`src/rtl/reg_file_sb.sv`:
```
// rtl/reg_file_sb.sv - register file with write bypass, link write and per-register busy scoreboard
module reg_file_sb #(
    parameter int DATA_W   = 32,
    parameter int ADDR_W   = 5,
    parameter int LINK_REG = (1 << ADDR_W) - 1
) (
    input  logic                    Clk,
    input  logic                    Reset,
    input  logic [ADDR_W-1:0]       ReadReg1,
    input  logic [ADDR_W-1:0]       ReadReg2,
    output logic [DATA_W-1:0]       DataRead1,
    output logic [DATA_W-1:0]       DataRead2,
    input  logic [ADDR_W-1:0]       WriteReg,
    input  logic [DATA_W-1:0]       WriteData,
    input  logic                    RegWrite,
    input  logic                    Jal,
    input  logic [DATA_W-1:0]       LinkAddr,
    input  logic                    IssueValid,
    input  logic [ADDR_W-1:0]       IssueReg,
    output logic                    Stall,
    output logic [(1<<ADDR_W)-1:0]  BusyVec,
    input  logic [ADDR_W-1:0]       DbgReg,
    output logic [DATA_W-1:0]       DbgData
);
    localparam int NREGS = 1 << ADDR_W;
    localparam logic [ADDR_W-1:0] LINK_A = ADDR_W'(LINK_REG);

    logic [DATA_W-1:0] r_regs [NREGS];
    logic [NREGS-1:0]  r_busy;
    logic [NREGS-1:0]  w_busy_nxt;
    logic [DATA_W-1:0] w_link_data;
    logic              w_byp1;
    logic              w_byp2;

    assign w_link_data = LinkAddr + DATA_W'(1);

    always_ff @(posedge Clk) begin
        if (Reset) begin
            for (int i = 0; i < NREGS; i++) begin
                r_regs[i] <= '0;
            end
        end else begin
            if (RegWrite && (WriteReg != '0)) begin
                r_regs[WriteReg] <= WriteData;
            end
            // Issued after the writeback so the link write wins on a collision.
            if (Jal && (LINK_A != '0)) begin
                r_regs[LINK_A] <= w_link_data;
            end
        end
    end

    always_comb begin
        w_busy_nxt = r_busy;
        if (RegWrite) begin
            w_busy_nxt[WriteReg] = 1'b0;
        end
        if (Jal) begin
            w_busy_nxt[LINK_A] = 1'b0;
        end
        // A fresh producer issued this cycle outranks the retiring one.
        if (IssueValid && (IssueReg != '0)) begin
            w_busy_nxt[IssueReg] = 1'b1;
        end
        w_busy_nxt[0] = 1'b0;
    end

    always_ff @(posedge Clk) begin
        if (Reset) begin
            r_busy <= '0;
        end else begin
            r_busy <= w_busy_nxt;
        end
    end

    function automatic logic [DATA_W-1:0] f_read(
        input logic [ADDR_W-1:0] a,
        input logic [DATA_W-1:0] arr
    );
        if (a == '0) begin
            return '0;
        end else if (Jal && (a == LINK_A)) begin
            return w_link_data;
        end else if (RegWrite && (WriteReg == a)) begin
            return WriteData;
        end else begin
            return arr;
        end
    endfunction

    always_comb begin
        DataRead1 = f_read(ReadReg1, r_regs[ReadReg1]);
        DataRead2 = f_read(ReadReg2, r_regs[ReadReg2]);
        DbgData   = (DbgReg == '0) ? '0 : r_regs[DbgReg];
    end

    assign w_byp1 = (Jal && (ReadReg1 == LINK_A)) || (RegWrite && (WriteReg == ReadReg1));
    assign w_byp2 = (Jal && (ReadReg2 == LINK_A)) || (RegWrite && (WriteReg == ReadReg2));

    assign Stall = ((ReadReg1 != '0) && r_busy[ReadReg1] && !w_byp1) ||
                   ((ReadReg2 != '0) && r_busy[ReadReg2] && !w_byp2);

    assign BusyVec = r_busy;
endmodule

```
`config.mk`:
```
export PLATFORM = sky130hd
export DESIGN_NAME = reg_file_sb
export DESIGN_NICKNAME = d
export VERILOG_FILES = /design/src/rtl/reg_file_sb.sv
export SDC_FILE = /design/constraint.sdc
export NUM_CORES = 2
export LEC_CHECK = 0
export ABC_CLOCK_PERIOD_IN_PS = 2350
export CORE_MARGIN = 2
export CORE_UTILIZATION = 28
export CTS_CLUSTER_DIAMETER = 200
export CTS_CLUSTER_SIZE = 14
export DETAILED_ROUTE_END_ITERATION = 16
export PLACE_DENSITY = 0.49
export REMOVE_ABC_BUFFERS = 1
export SLEW_MARGIN = 0
export SYNTH_ARGS = -nofsm -noshare
export SYNTH_HDL_FRONTEND = slang
export SYNTH_SLANG_ARGS = --single-unit
```
`constraint.sdc`:
```
create_clock -name Clk -period 2.35 [get_ports Clk]
set_input_delay 0.3525 -clock Clk [delete_from_list [all_inputs] [get_ports Clk]]
set_output_delay 0.3525 -clock Clk [all_outputs]
set_load 0.005 [all_outputs]
```
* Word-level counts from Yosys, hierarchy flattened
Memories as Yosys holds them, arrays and structs flattened.
Cells that the tools add are included.
** Word-level totals
- RAM bits :: 1024
- Memories kept :: 1
- Flip-flop bits (word level) :: 32
- Output and inout port bits :: 129
- Input port bits :: 94
** Memories
- r_regs :: words 32, width 32, rd ports 3, clocked after memory_dff 0, wr ports 32, line 28 : logic [DATA_W-1:0] r_regs [NREGS];
** Operators by class
- Eq/ne operators :: 5
- Magnitude comparators :: 6
- Reduce and logical (&&, ||, !) cells :: 25
- $add $sub $neg :: 1
- Mux-type cells :: 30
- Bitwise operators :: 7
** Operators by type and width (count)
- 32-bit two-way mux :: 11
- 32-bit by 1-bit adder with 32-bit output, second input constant :: 1
- 32-bit AND :: 1
- 32-bit inverter :: 1
- 32-bit OR :: 1
- 32-bit OR reduction :: 1
- 5-bit by 6-bit < comparator with 1-bit output, second input constant :: 4
- 5-bit nonzero test :: 4
- 5-bit == test, second input constant :: 3
- 5-bit zero test :: 3
- 1-bit two-way mux :: 14
- 1-bit logical AND :: 12
- 1-bit binary-select mux with 5-bit select :: 2
- 1-bit demux with 5-bit select :: 2
- 5-bit == test :: 2
- 5-bit by 1-bit >= comparator with 1-bit output, second input constant :: 2
- 5-bit two-way mux :: 1
- 1-bit logical OR :: 3
- 1-bit AND :: 2
- 1-bit zero test :: 2
- 1-bit inverter :: 1
- 1-bit OR :: 1

* Logic depth before layout (Yosys ltp)
- Depth after elaboration :: 10
- Depth in mapped cells :: 10

* Least setup slack after synthesis
Ideal clock, no wire load.
- Path kind :: input to output
- Start point :: in DbgReg[1]
- End point :: out DbgData[10]
- Data required time :: 1.997 ns
- Data arrival time :: 2.132 ns
- Slack :: -0.135 ns
- Stages on the path :: 7
- Path buffers :: 3
- Cell sequence :: clkbuf_1 -> clkbuf_1 -> clkbuf_1 -> mux4_2 -> mux4_2 -> nand2_1 -> o21ai_0
** Between the ends
- Word-level cells in the longest chain between the ends :: 2
** Ends and longest elaborated chain
- start: declaration :: line 22 : input logic [ADDR_W-1:0] DbgReg,
- memory read 32 x 32 bit / 5-bit zero test (equally long branches)
- 32-bit two-way mux (*) :: line 94 : DbgData = (DbgReg == '0) ? '0 : r_regs[DbgReg];
- end: declaration :: line 23 : output logic [DATA_W-1:0] DbgData
Every way passes the cells marked *; elsewhere a longest branch is shown, timed or not.

==> summary.md <==
| Metric | Value |
|---|---|
| Status | `finished, violations left` |
| Failing checks | `negative setup slack` |
| Clk root buf | `clkbuf_16` |
| Syn Inst Count | `4,520` |
| Synth warnings | `0` |
| Port Buffers | `221` |
| Predominant post-synthesis flop cell | `edfxtp_1` |
| Synth top area share | `46.89%` |
| Final period util | `133.4%` |
| Standard-cell rows | `177` |
| Min setup slack post-route | `-784.2 ps` |
| Setup violators final | `97` |
| EDFF count, synth | `1,024` |
| Sink Count | `1,055` |
| Finished Core Util | `36.95%` |
| Largest net degree at the start of global routing | `52` |
| Crit path largest cell delay | `560 ps` |
| Total clock buffers created by CTS | `85` |
| Worst Tran Pin Value | `678.0 ps` |
| Leakage Power | `30.38 nW` |
| Drt first pass iters | `7` |
| Critical Path End Type | `output port` |
| Synth Area in XOR/XNOR | `0.5342%` |
| TritonCTS clock tree | `yes` |
| Clock Latency Late Sink | `740 ps` |
| Synth top cells by count | `edfxtp_1 (1,024), and2_1 (938), mux4_2 (834)` |
| Power density over the cells | `556.0 nW/um^2` |
| Initial DRC Count | `8,342` |
| Starting Density | `28.18%` |
| Antenna viol nets, final | `0` |
| First-pass GRT wire length | `456.6 mm` |
| Vias in the first global route | `51,070` |
| Largest family of logic cells by synthesized area | `multiplexers` |
| Min cycle time layout | `3134 ps` |
| Critical setup path kind | `reg -> out` |
| CP Buf/Inv Count | `2` |
| Dominant cell by count in the synthesized netlist | `edfxtp_1` |
| Post-synthesis simple-gate area fraction | `12.85%` |
| Synthesized flop and latch total | `1,055` |
| Total GRT Usage | `28.47%` |
| CP max-delay cell | `mux4_2` |
| Reg clk slew, reported paths | `70 ps` |
| Hold buffers post-CTS | `0` |
| Die ar. | `238,100 um^2` |
| Total number of vias | `51,710` |
| Share of cells above drive strength 1 | `47.25%` |
| Layout Area Growth over Synthesis | `31.14%` |
| Drt wl/cell | `39.61 um` |
| Seq/Total Area, Yosys | `47.83%` |
| Final hold vios | `0` |
| CP max FO | `2` |
| Final instance area | `86,010 um^2` |
| H-tree levels | `3` |
| Total global routing overflow | `0` |
| Syn_area_per_cell | `14.51 um^2` |
| Cell area after synthesis | `65,580 um^2` |
| RSZ-0062 raised after global routing | `true` |
| Die width | `488.0 um` |
| Max Fclk | `0.3191 GHz` |
| Clk buf depth | `3` |
| Post-DR vias/cell | `5.963` |
| Crit-path cells | `mux4_2 -> mux4_2 -> nor3_4 -> a311oi_2 -> buf_4 -> buf_6` |
| HPWL after DPL | `243.6 mm` |
| Count of final max-slew check failures | `0` |
| Worst path arrival time | `2780 ps` |
| Adder-cell area share of the yosys netlist | `0.01908%` |
| CP Data Required Time | `2000 ps` |
| GPL Wtd Cong | `0.9738` |
| Worst Hold Class | `in -> reg` |
| Fill cells | `22,010` |
| Cell variety after synth | `73` |
| Crit path top cell by count | `mux4_2` |
| Worst VDD drop | `0.4868 mV` |
| Mux share of post-synthesis cell area | `30.19%` |
| Final Skew | `0 ps` |
| Post-synthesis compound-gate area fraction | `4.729%` |
| # DRC | `0` |
| Die H | `488.0 um` |
| Initial antenna violation count | `46` |
| Cell family with most CP delay | `multiplexers` |
| Core ar. | `232,800 um^2` |
| Relative slew margins | `54.47%` |
| Async set-reset flop share out of synthesis | `0%` |
| Crit start category | `flip-flop` |
| Synth area leader | `edfxtp_1` |
| Io pins | `223` |
| Sequential cell area | `31,370 um^2` |
| Post-DP Area | `81,430 um^2` |
| Multi-input gate area | `34,040 um^2` |
| Synth top area cells | `edfxtp_1 (47%), mux4_2 (29%), and2_1 (8.9%)` |
| Routed WL | `343.5 mm` |
| Max-Cap Viols | `0` |
| Final nets | `5,605` |
==> worst register-to-register path, stage by stage (launching register included) <==
cell     delay, ps
dfxtp_1        350
buf_4          130
nor2b_1        130
o21ai_0         90
a21oi_1        140
==> placed cells by master (no fill, tap or decap), types with 18 or more instances in the layout <==
cell,count
buf_12,269
nand4_1,18
o22ai_2,30
buf_6,84
nor2_1,39
and2_1,936
a211oi_2,20
inv_1,29
clkdlybuf4s50_1,75
nand3_1,27
nand2_2,41
mux2i_1,58
dfxtp_1,29
a21oi_1,39
o21ai_2,23
nor2_4,36
or2_2,20
o21ai_4,25
buf_4,815
clkbuf_16,87
conb_1,33
edfxtp_1,1024
o22ai_1,90
nor3_1,39
buf_2,83
mux4_2,834
nand2_1,180
o21ai_0,71
==> flip-flops by register name, summed over array words and instances, names as in the netlist <==
register and flops:
r_regs 1024, BusyVec 31
==> worst paths after layout <==
kind	from	endpoint	slack [ps]	depth (start not counted)
worst max register to register	BusyVec[31]	BusyVec[31]	1440	4
worst min-delay path	LinkAddr[0]	r_regs[31][0]	130	3
worst min register to register	BusyVec[4]	BusyVec[4]	580	2
worst max-delay path	r_regs[8][15]	DataRead1[15]	-780	6
==> through the flow <==
step                power (mW)  instances  setup TNS, ps  hold WS [ps]  worst slack [ps]
floorplan                26.57       4053        -307160         421.6             -1242
global placement         33.43       8510        -740130         559.4             -2156
detailed placement       33.50       8510        -735580         566.1             -2156
CTS                      47.59       8657         -55610         106.1            -857.8
global route             48.80       8660         -56440         138.5            -821.4
finish                   47.82       8672         -52630         130.0            -784.2
==> power by group <==
group | switching (mW) | total [mW] | internal, mW
Clock | 7.45 | 14.1 | 6.64
Combinational | 5.97 | 11.3 | 5.36
Sequential | 0.748 | 22.4 | 21.7
==> cells by family after synthesis <==
family          after synthesis
other cells                   1
xor+xnor                     40
mux                         934
fa+ha+maj                     1
buf+inv                     542
compound gates              475
flops                      1055
simple gates               1472
==> layer usage <==
metal	global-route usage [%]	routed length [um]
met1	35.59	124800
met2	44.46	155800
met3	7.314	38990
met4	16.72	23840
met5	0	75
==> timing repair <==
item	4_1_cts	5_1_grt
setup buffers	80	11
gates cloned	3	0
gates resized for setup	900	125
endpoints found under the setup margin	101	97
pin swaps	181	95
==> area by class of cell <==
type	instances	share of cell area [%]
diodes	12	0.03491
clock buffers	103	2.601
clock inverters	2	0.02328
inverters	43	0.1891
multi-input cells	2955	39.58
flip-flops and latches	1055	36.48
well taps	3132	4.556
repair buffers	1370	16.54
(Power assumes the default switching activity.)
